<file path="src/rtl/icdf_stat_acc.sv">
// Window statistics over the ICDF Gaussian sample stream: mean, mean-square and,
// with STAT_MINMAX_EN defined, min/max over 2^LOG2_N samples.
module icdf_stat_acc #(
  parameter int unsigned LOG2_N = 10,
  parameter int unsigned DW     = 16
) (
  input  logic              clk,
  input  logic              rst,
  input  logic              start,
  input  logic              in_valid,
  output logic              in_ready,
  input  logic [DW-1:0]     in_data,
  output logic              busy,
  output logic              out_valid,
  input  logic              out_ready,
  output logic [DW-1:0]     out_mean,
  output logic [2*DW-1:0]   out_meansq,
  output logic [DW-1:0]     out_min,
  output logic [DW-1:0]     out_max
);

  localparam int unsigned N  = 1 << LOG2_N;
  localparam int unsigned CW = LOG2_N + 1;
  localparam int unsigned SW = DW + LOG2_N;
  localparam int unsigned QW = 2 * DW - 1 + LOG2_N;
  localparam int unsigned PW = 2 * DW;

  typedef enum logic [1:0] {IDLE, ACC, FLUSH, DONE} state_t;

  state_t                 state;
  logic [CW-1:0]          cnt;
  logic                   s1_valid;
  logic signed [DW-1:0]   s1_data;
  logic [PW-1:0]          s1_sq;
  logic signed [SW-1:0]   sum;
  logic [QW-1:0]          sumsq;
  logic                   accept;
  logic                   clear;
  logic signed [PW-1:0]   din_ext;
  logic signed [PW-1:0]   sq_full;

  assign in_ready = (state == ACC);
  assign busy     = (state != IDLE);
  assign accept   = in_valid && in_ready;
  // New window either from IDLE or straight out of DONE on a same-cycle handshake
  assign clear    = start && ((state == IDLE) || (state == DONE && out_valid && out_ready));
  assign din_ext  = PW'($signed(in_data));
  assign sq_full  = din_ext * din_ext;

  always_ff @(posedge clk) begin
    if (rst) begin
      state      <= IDLE;
      cnt        <= '0;
      s1_valid   <= 1'b0;
      s1_data    <= '0;
      s1_sq      <= '0;
      sum        <= '0;
      sumsq      <= '0;
      out_valid  <= 1'b0;
      out_mean   <= '0;
      out_meansq <= '0;
    end else begin
      s1_valid <= accept;
      if (accept) begin
        s1_data <= in_data;
        s1_sq   <= PW'($unsigned(sq_full));
      end

      if (clear) begin
        sum   <= '0;
        sumsq <= '0;
      end else if (s1_valid) begin
        sum   <= sum + SW'(s1_data);
        sumsq <= sumsq + QW'(s1_sq);
      end

      case (state)
        IDLE: begin
          if (start) begin
            state <= ACC;
            cnt   <= '0;
          end
        end
        ACC: begin
          if (accept) begin
            cnt <= cnt + CW'(1);
            if (cnt == CW'(N - 1)) state <= FLUSH;
          end
        end
        FLUSH: state <= DONE;
        DONE: begin
          // First DONE cycle captures the settled accumulators; handshake follows
          if (!out_valid) begin
            out_valid  <= 1'b1;
            out_mean   <= DW'(sum >>> LOG2_N);
            out_meansq <= PW'(sumsq >> LOG2_N);
          end else if (out_ready) begin
            out_valid <= 1'b0;
            if (start) begin
              state <= ACC;
              cnt   <= '0;
            end else begin
              state <= IDLE;
            end
          end
        end
        default: state <= IDLE;
      endcase
    end
  end

`ifdef STAT_MINMAX_EN
  logic signed [DW-1:0] run_min;
  logic signed [DW-1:0] run_max;
  logic                 first;

  always_ff @(posedge clk) begin
    if (rst) begin
      run_min <= '0;
      run_max <= '0;
      first   <= 1'b1;
      out_min <= '0;
      out_max <= '0;
    end else begin
      if (clear) begin
        run_min <= '0;
        run_max <= '0;
        first   <= 1'b1;
      end else if (s1_valid) begin
        first <= 1'b0;
        if (first || s1_data < run_min) run_min <= s1_data;
        if (first || s1_data > run_max) run_max <= s1_data;
      end
      if (state == DONE && !out_valid) begin
        out_min <= run_min;
        out_max <= run_max;
      end
    end
  end
`else
  assign out_min = '0;
  assign out_max = '0;
`endif

endmodule
</file>
<file path="config.mk">
export PLATFORM = sky130hd
export DESIGN_NAME = icdf_stat_acc
export DESIGN_NICKNAME = d
export VERILOG_FILES = /design/src/rtl/icdf_stat_acc.sv
export SDC_FILE = /design/constraint.sdc
export NUM_CORES = 1
export LEC_CHECK = 0
export BUFFER_PORTS_ARGS = -buffer_cell sky130_fd_sc_hd__buf_4
export CAP_MARGIN = 20
export CORE_AREA = 2 2 158 191
export DETAILED_ROUTE_END_ITERATION = 7
export DIE_AREA = 0 0 160 193
export GPL_ROUTABILITY_DRIVEN = 0
export PLACE_DENSITY = 0.91
export REMOVE_ABC_BUFFERS = 1
export SLEW_MARGIN = 20
export SYNTH_ARGS = -nofsm -noshare
export SYNTH_HDL_FRONTEND = slang
export SYNTH_SLANG_ARGS = --single-unit
export TNS_END_PERCENT = 30
</file>
<file path="constraint.sdc">
create_clock -name clk -period 8.92 [get_ports clk]
set_clock_uncertainty 0.15 [all_clocks]
set_input_delay 0.446 -clock clk [delete_from_list [all_inputs] [get_ports clk]]
set_output_delay 0.446 -clock clk [all_outputs]
set_load 0.05 [all_outputs]
</file>
# Word-level counts from Yosys, hierarchy flattened
# Cells that the tools add are included.
dict set report totals {
  in_bits 21
  regBits 177
  elab_cells 50
}
dict set report classes {
  n_reduce_logical 12
  mul 1
  bitwise 1
  add_sub_neg 3
  n_eq_ne 9
  mux 14
}
# cell count
set op_table {}
lappend op_table {{$mux 11} 4}
lappend op_table {{$add 41x32->41} 1}
lappend op_table {{$pmux 11 s3} 1}
lappend op_table {{$mul 16x16->32} 1}
lappend op_table {{$add 26x16->26} 1}
lappend op_table {{$add 11x1->11 const B} 1}
lappend op_table {{$eq 11x10->1 const B} 1}
lappend op_table {{$mux 2} 5}
lappend op_table {{$pmux 2 s4} 1}
lappend op_table {{$ne 2x2->1 const B} 3}
lappend op_table {{$reduce_and 5->1} 1}
lappend op_table {{$eq 2x2->1 const B} 2}
lappend op_table {{$logic_and 1x1->1} 4}
lappend op_table {{$ne 2x1->1 const B} 2}
lappend op_table {{$reduce_and 4->1} 1}
lappend op_table {{$mux 1} 3}
lappend op_table {{$reduce_bool 3->1} 1}
lappend op_table {{$eq 2x1->1 const B} 1}
lappend op_table {{$logic_not 2->1} 1}
lappend op_table {{$reduce_and 2->1} 1}
lappend op_table {{$reduce_bool 2->1} 1}
lappend op_table {{$reduce_or 2->1} 1}
lappend op_table {{$logic_or 1x1->1} 1}
lappend op_table {{$not 1->1} 1}

# Logic depth before layout (Yosys ltp)
dict set report depth {
  ltp_word 6
  mapped_depth 26
  ltp_nobuf 24
}

# Worst setup path before layout
# Ideal clock, no wire load.
dict set report synth_timing {
  path_kind {input port to flip-flop}
  startpoint {input port in_data[4]}
  endpoint {register s1_sq[28]}
  n_path_buf 3
  required_time_ns 8.700
  setup_slack_ns 2.577
  arrival_time_ns 6.123
  cell_stages 23
  cell_sequence {clkbuf_1 -> clkbuf_1 -> nand2_1 -> fa_1 -> fa_1 -> fa_1 -> inv_1 -> fa_1 -> fa_1 -> inv_1 -> fa_1 -> inv_1 -> ha_1 -> clkbuf_1 -> a21oi_1 -> o211ai_1 -> and3_1 -> a2111oi_0 -> o211ai_1 -> a31oi_1 -> xnor2_1 -> nand2_1 -> a21oi_1}
}
dict set report synth_via {
  elab_chain_cells 1
}
# item line_no
set synth_lines {}
lappend synth_lines {{from (decl)} 12} ;# input logic [DW-1:0] in_data,
lappend synth_lines {{$mul 16x16->32} 48} ;# assign sq_full = din_ext * din_ext;
lappend synth_lines {{to (signal assigned)} 66} ;# s1_sq <= PW'($unsigned(sq_full));
lappend synth_lines {{to (decl)} 34} ;# logic [PW-1:0] s1_sq;
# No other way between the ends.
# A chain may end at the register's enable or synchronous reset.

# Final worst setup path
dict set report layout_timing {
  startpoint {input port in_data[15]}
  endpoint {register s1_sq[28]}
}
# Same word-level chain as after synthesis.

==> results.yml <==
synthesis:
  yosys.cell_types.count: 78
  synth.avg_cell_area_sq_um: 8.43
  syn_inst: 2188
  syn_area_sq_um: 18400
  yosys_register_bits: 175
  yosysWarnings: 0
  top_reg_cell_synth: "sky130_fd_sc_hd__dfxtp_1"
  ys_seq_area_frac: 0.190
  post_synth_top_area_share: 0.260
  yosys.area.top_type: "sky130_fd_sc_hd__fa_1"
  async_reset_ff_frac: 0
  synth-edff-count: 0
  synthTopCellsByArea: "sky130_fd_sc_hd__fa_1, sky130_fd_sc_hd__dfxtp_1, sky130_fd_sc_hd__ha_1"
finish:
  fill_cell_total_of_the_finished_layout: 2202
  syn2layout_area_growth_pct: 6.88
  design_area_sq_um: 19700
  final_cell_mix: "sky130_fd_sc_hd__inv_1, sky130_fd_sc_hd__nand2_1, sky130_fd_sc_hd__fa_1"
  design.final.nets: 2616
  most_common_cell_after_layout_fill_and_taps_aside: "sky130_fd_sc_hd__inv_1"
  multi_input_comb_area_sq_um: 13100
  final_cell_count_no_fill: 2608
  drive_gt1_frac: 0.0604
  register_area_sq_um: 3500
  antennaDiodeCount: 0
  finish.utilization: 0.676
worst_setup_path:
  critical_path_class: "input pin to flop"
  timing.reg2reg.worst_path_depth: 11
  crit_path_end: "s1_sq[28]"
  reg2reg_to: "sumsq[40]"
  worst_path_arrival_ns: 7.18
  regToRegSetupSlack_ns: 5.32
  kind_of_start_point_of_the_critical_path: "input pin"
  critPathMaxFanout: 22
  cp-startpoint: "in_data[15]"
  regToRegStartpoint: "s1_data[0]"
  worst_ep_required_time_ns: 9.14
  worstSetupEndpointType: "flop"
clock_tree:
  tritoncts: "yes"
  cts.hold.buffers_added: 0
  clock_tree.root_cell: "sky130_fd_sc_hd__clkbuf_16"
  cts_repair_resize_count: 0
  numClockSinks: 175
  insertion_delay_ns: 0.44
  path_clk_slew_ns: 0.07
  postCtsSetupBuffers: 0
  cts-buffers-inserted: 17
  htree_levels: 4
  clock_path_buffers: 2
timing:
  worst_hold_slack_ns: 0.211
  worst_pin_slew_ns: 1.04
  timing.final.setup_violations: 0
  layout_min_cycle_time_ns: 6.96
  report.final.slew_viol_count: 0
  fin_crit_sh: 0.780
  report.final.hold_viol_count: 0
  rsz0062_at_grt: "false"
  max-slew-margin-rel: 0.304
  max_freq_ghz: 0.144
  layout_setup_ws_ns: 1.96
  final.setup.tns_ns: 0
die:
  placementRows: 69
  coreArea_sq_um: 29200
  die_height_um: 193
  design.die.area_sq_um: 30900
  design.portCount: 104
  initial_core_util: 0.632
  chipWidth_um: 160
pwr:
  sw_ratio: 0.518
  power_density_nw_per_um2: 420
  netSwitchingPower_mw: 4.29
  total_power_draw_mw: 8.29
  power_leakage_nw: 9.33
  internal_power_mw: 4.00
  share_comb_of_total_power: 0.801
  ir_drop_uv: 405
  clock_power_share: 0.093
  register_share_of_total_power: 0.106
routing:
  detail_route.vias_per_cell: 5.75
  detailedRoute.firstPassIterationCount: 5
  via_count: 15000
  drt_initial_violations: 1138
  detail_route.wl_per_cell_um: 16.7
  drc_errors: 0
  postRouteAntennaNets: 0
  final_wirelength_mm: 43.5
global_route:
  globalRoute.totalOverflow: 0
  grt_pass1_vias: 15200
  groute.usage.overall: 0.288
  grt_pass1_wl_mm: 72.3
  maximum_number_of_pins_on_one_net_before_global_route_repair: 66
  antenna_found_initial: 0
min_path:
  timing.hold.worst.class: "input pin to flop"
placed_design:
  detailedPlacementHpwl_mm: 33.7
  detailed_place.area_sq_um: 19100
  port_buffer_count: 70
  dpl.cell_count: 2576
  placement.setup.worst_slack_ns: 1.46
run:
  drv.max_cap_violation_count: 0
outcome:
  outcome: "complete, no violations"
==> synthesized netlist by cell type (11+ instances only) <==
master,n
sky130_fd_sc_hd__a21oi_1,171
sky130_fd_sc_hd__inv_1,382
sky130_fd_sc_hd__buf_1,13
sky130_fd_sc_hd__a21o_1,30
sky130_fd_sc_hd__mux2i_1,29
sky130_fd_sc_hd__nor2_1,145
sky130_fd_sc_hd__o21bai_1,13
sky130_fd_sc_hd__nand4_1,12
sky130_fd_sc_hd__ha_1,150
sky130_fd_sc_hd__a31oi_1,17
sky130_fd_sc_hd__nand3_1,37
sky130_fd_sc_hd__nand2_1,293
sky130_fd_sc_hd__o211ai_1,14
sky130_fd_sc_hd__xnor2_1,60
sky130_fd_sc_hd__o21ai_1,11
sky130_fd_sc_hd__dfxtp_1,175
sky130_fd_sc_hd__fa_1,240
sky130_fd_sc_hd__and2_1,45
sky130_fd_sc_hd__a211oi_1,21
sky130_fd_sc_hd__o21ai_0,47
sky130_fd_sc_hd__nor3_1,20
sky130_fd_sc_hd__clkbuf_1,63
sky130_fd_sc_hd__xor2_1,27
sky130_fd_sc_hd__nand2b_1,13
sky130_fd_sc_hd__buf_4,33
==> logic make-up (layout without fill, tap and decap cells) <==
kind of cell / after synthesis / in the layout / share of synthesized area
AND/OR/NAND/NOR: 625 / 625 / 0.151
buffers and inverters: 496 / 494 / 0.108
adder cells (fa/ha/maj): 390 / 390 / 0.362
AO/OA/AOI/OAI: 385 / 385 / 0.131
flip-flops: 175 / 175 / 0.190
XOR/XNOR: 87 / 87 / 0.0413
multiplexers: 29 / 29 / 0.0157
other: 1 / 33 / 0.000203
==> critical path, cell delays in order <==
cell and delay, ns:
sky130_fd_sc_hd__buf_4 0.23, sky130_fd_sc_hd__inv_1 0.26, sky130_fd_sc_hd__nor2_1 0.29, sky130_fd_sc_hd__fa_1 0.59
sky130_fd_sc_hd__fa_1 0.54, sky130_fd_sc_hd__inv_1 0.06, sky130_fd_sc_hd__fa_1 0.50, sky130_fd_sc_hd__inv_1 0.05
sky130_fd_sc_hd__fa_1 0.47, sky130_fd_sc_hd__fa_1 0.55, sky130_fd_sc_hd__inv_1 0.05, sky130_fd_sc_hd__fa_1 0.53
sky130_fd_sc_hd__inv_1 0.04, sky130_fd_sc_hd__ha_1 0.37, sky130_fd_sc_hd__nand4_1 0.19, sky130_fd_sc_hd__nor2_1 0.08
sky130_fd_sc_hd__o21a_1 0.20, sky130_fd_sc_hd__a2111oi_1 0.86, sky130_fd_sc_hd__o211ai_1 0.25, sky130_fd_sc_hd__a31oi_1 0.25
sky130_fd_sc_hd__xnor2_1 0.14, sky130_fd_sc_hd__nand2_1 0.07, sky130_fd_sc_hd__a21oi_1 0.15
==> metal layers <==
metal  vias up  track usage  part of all wire
met5         -            0                 0
met4         0        0.139             0.040
met3       170       0.0486             0.075
met2       673        0.516              0.50
met1      7181        0.340              0.39
li1       6972            -                 -
==> sequential cells by signal, summed over array words and instances, names as in the netlist, 2 cells and up <==
signal      cells
cnt            11
out_mean       16
out_meansq     31
s1_data        16
s1_sq          30
state           2
sum            26
sumsq          41
==> cell type report <==
| class | instances | area share |
|---|---|---|
| timing repair buffer | 78 | 0.0297 |
| clock buffer | 18 | 0.0223 |
| sequential | 175 | 0.178 |
| tap | 390 | 0.0247 |
| multi-input combinational | 1549 | 0.664 |
| inverter | 384 | 0.0731 |
| clock inverter | 14 | 0.00876 |
==> power groups by stage <==
stage	combinational, mW	clock (mW)	sequential, mW
floorplan	5.10	0	0.884
global placement	6.07	0	0.887
detailed placement	6.47	0	0.889
CTS	6.51	0.777	0.873
global route	7.44	0.806	0.879
finish	6.64	0.772	0.875
==> worst min path at each step <==
stage,start,depth (start not counted),to,slack (ns)
after global routing,out_ready,4,out_valid,0.24
after detailed placement,out_meansq[0],2,out_meansq[0],0.30
after CTS,out_ready,4,out_valid,0.19
after global placement,sumsq[35],2,out_meansq[25],0.29
after floorplan,sumsq[35],2,out_meansq[25],0.28
final,out_ready,4,out_valid,0.21
No activity file was read; power rests on OpenSTA's default activity.
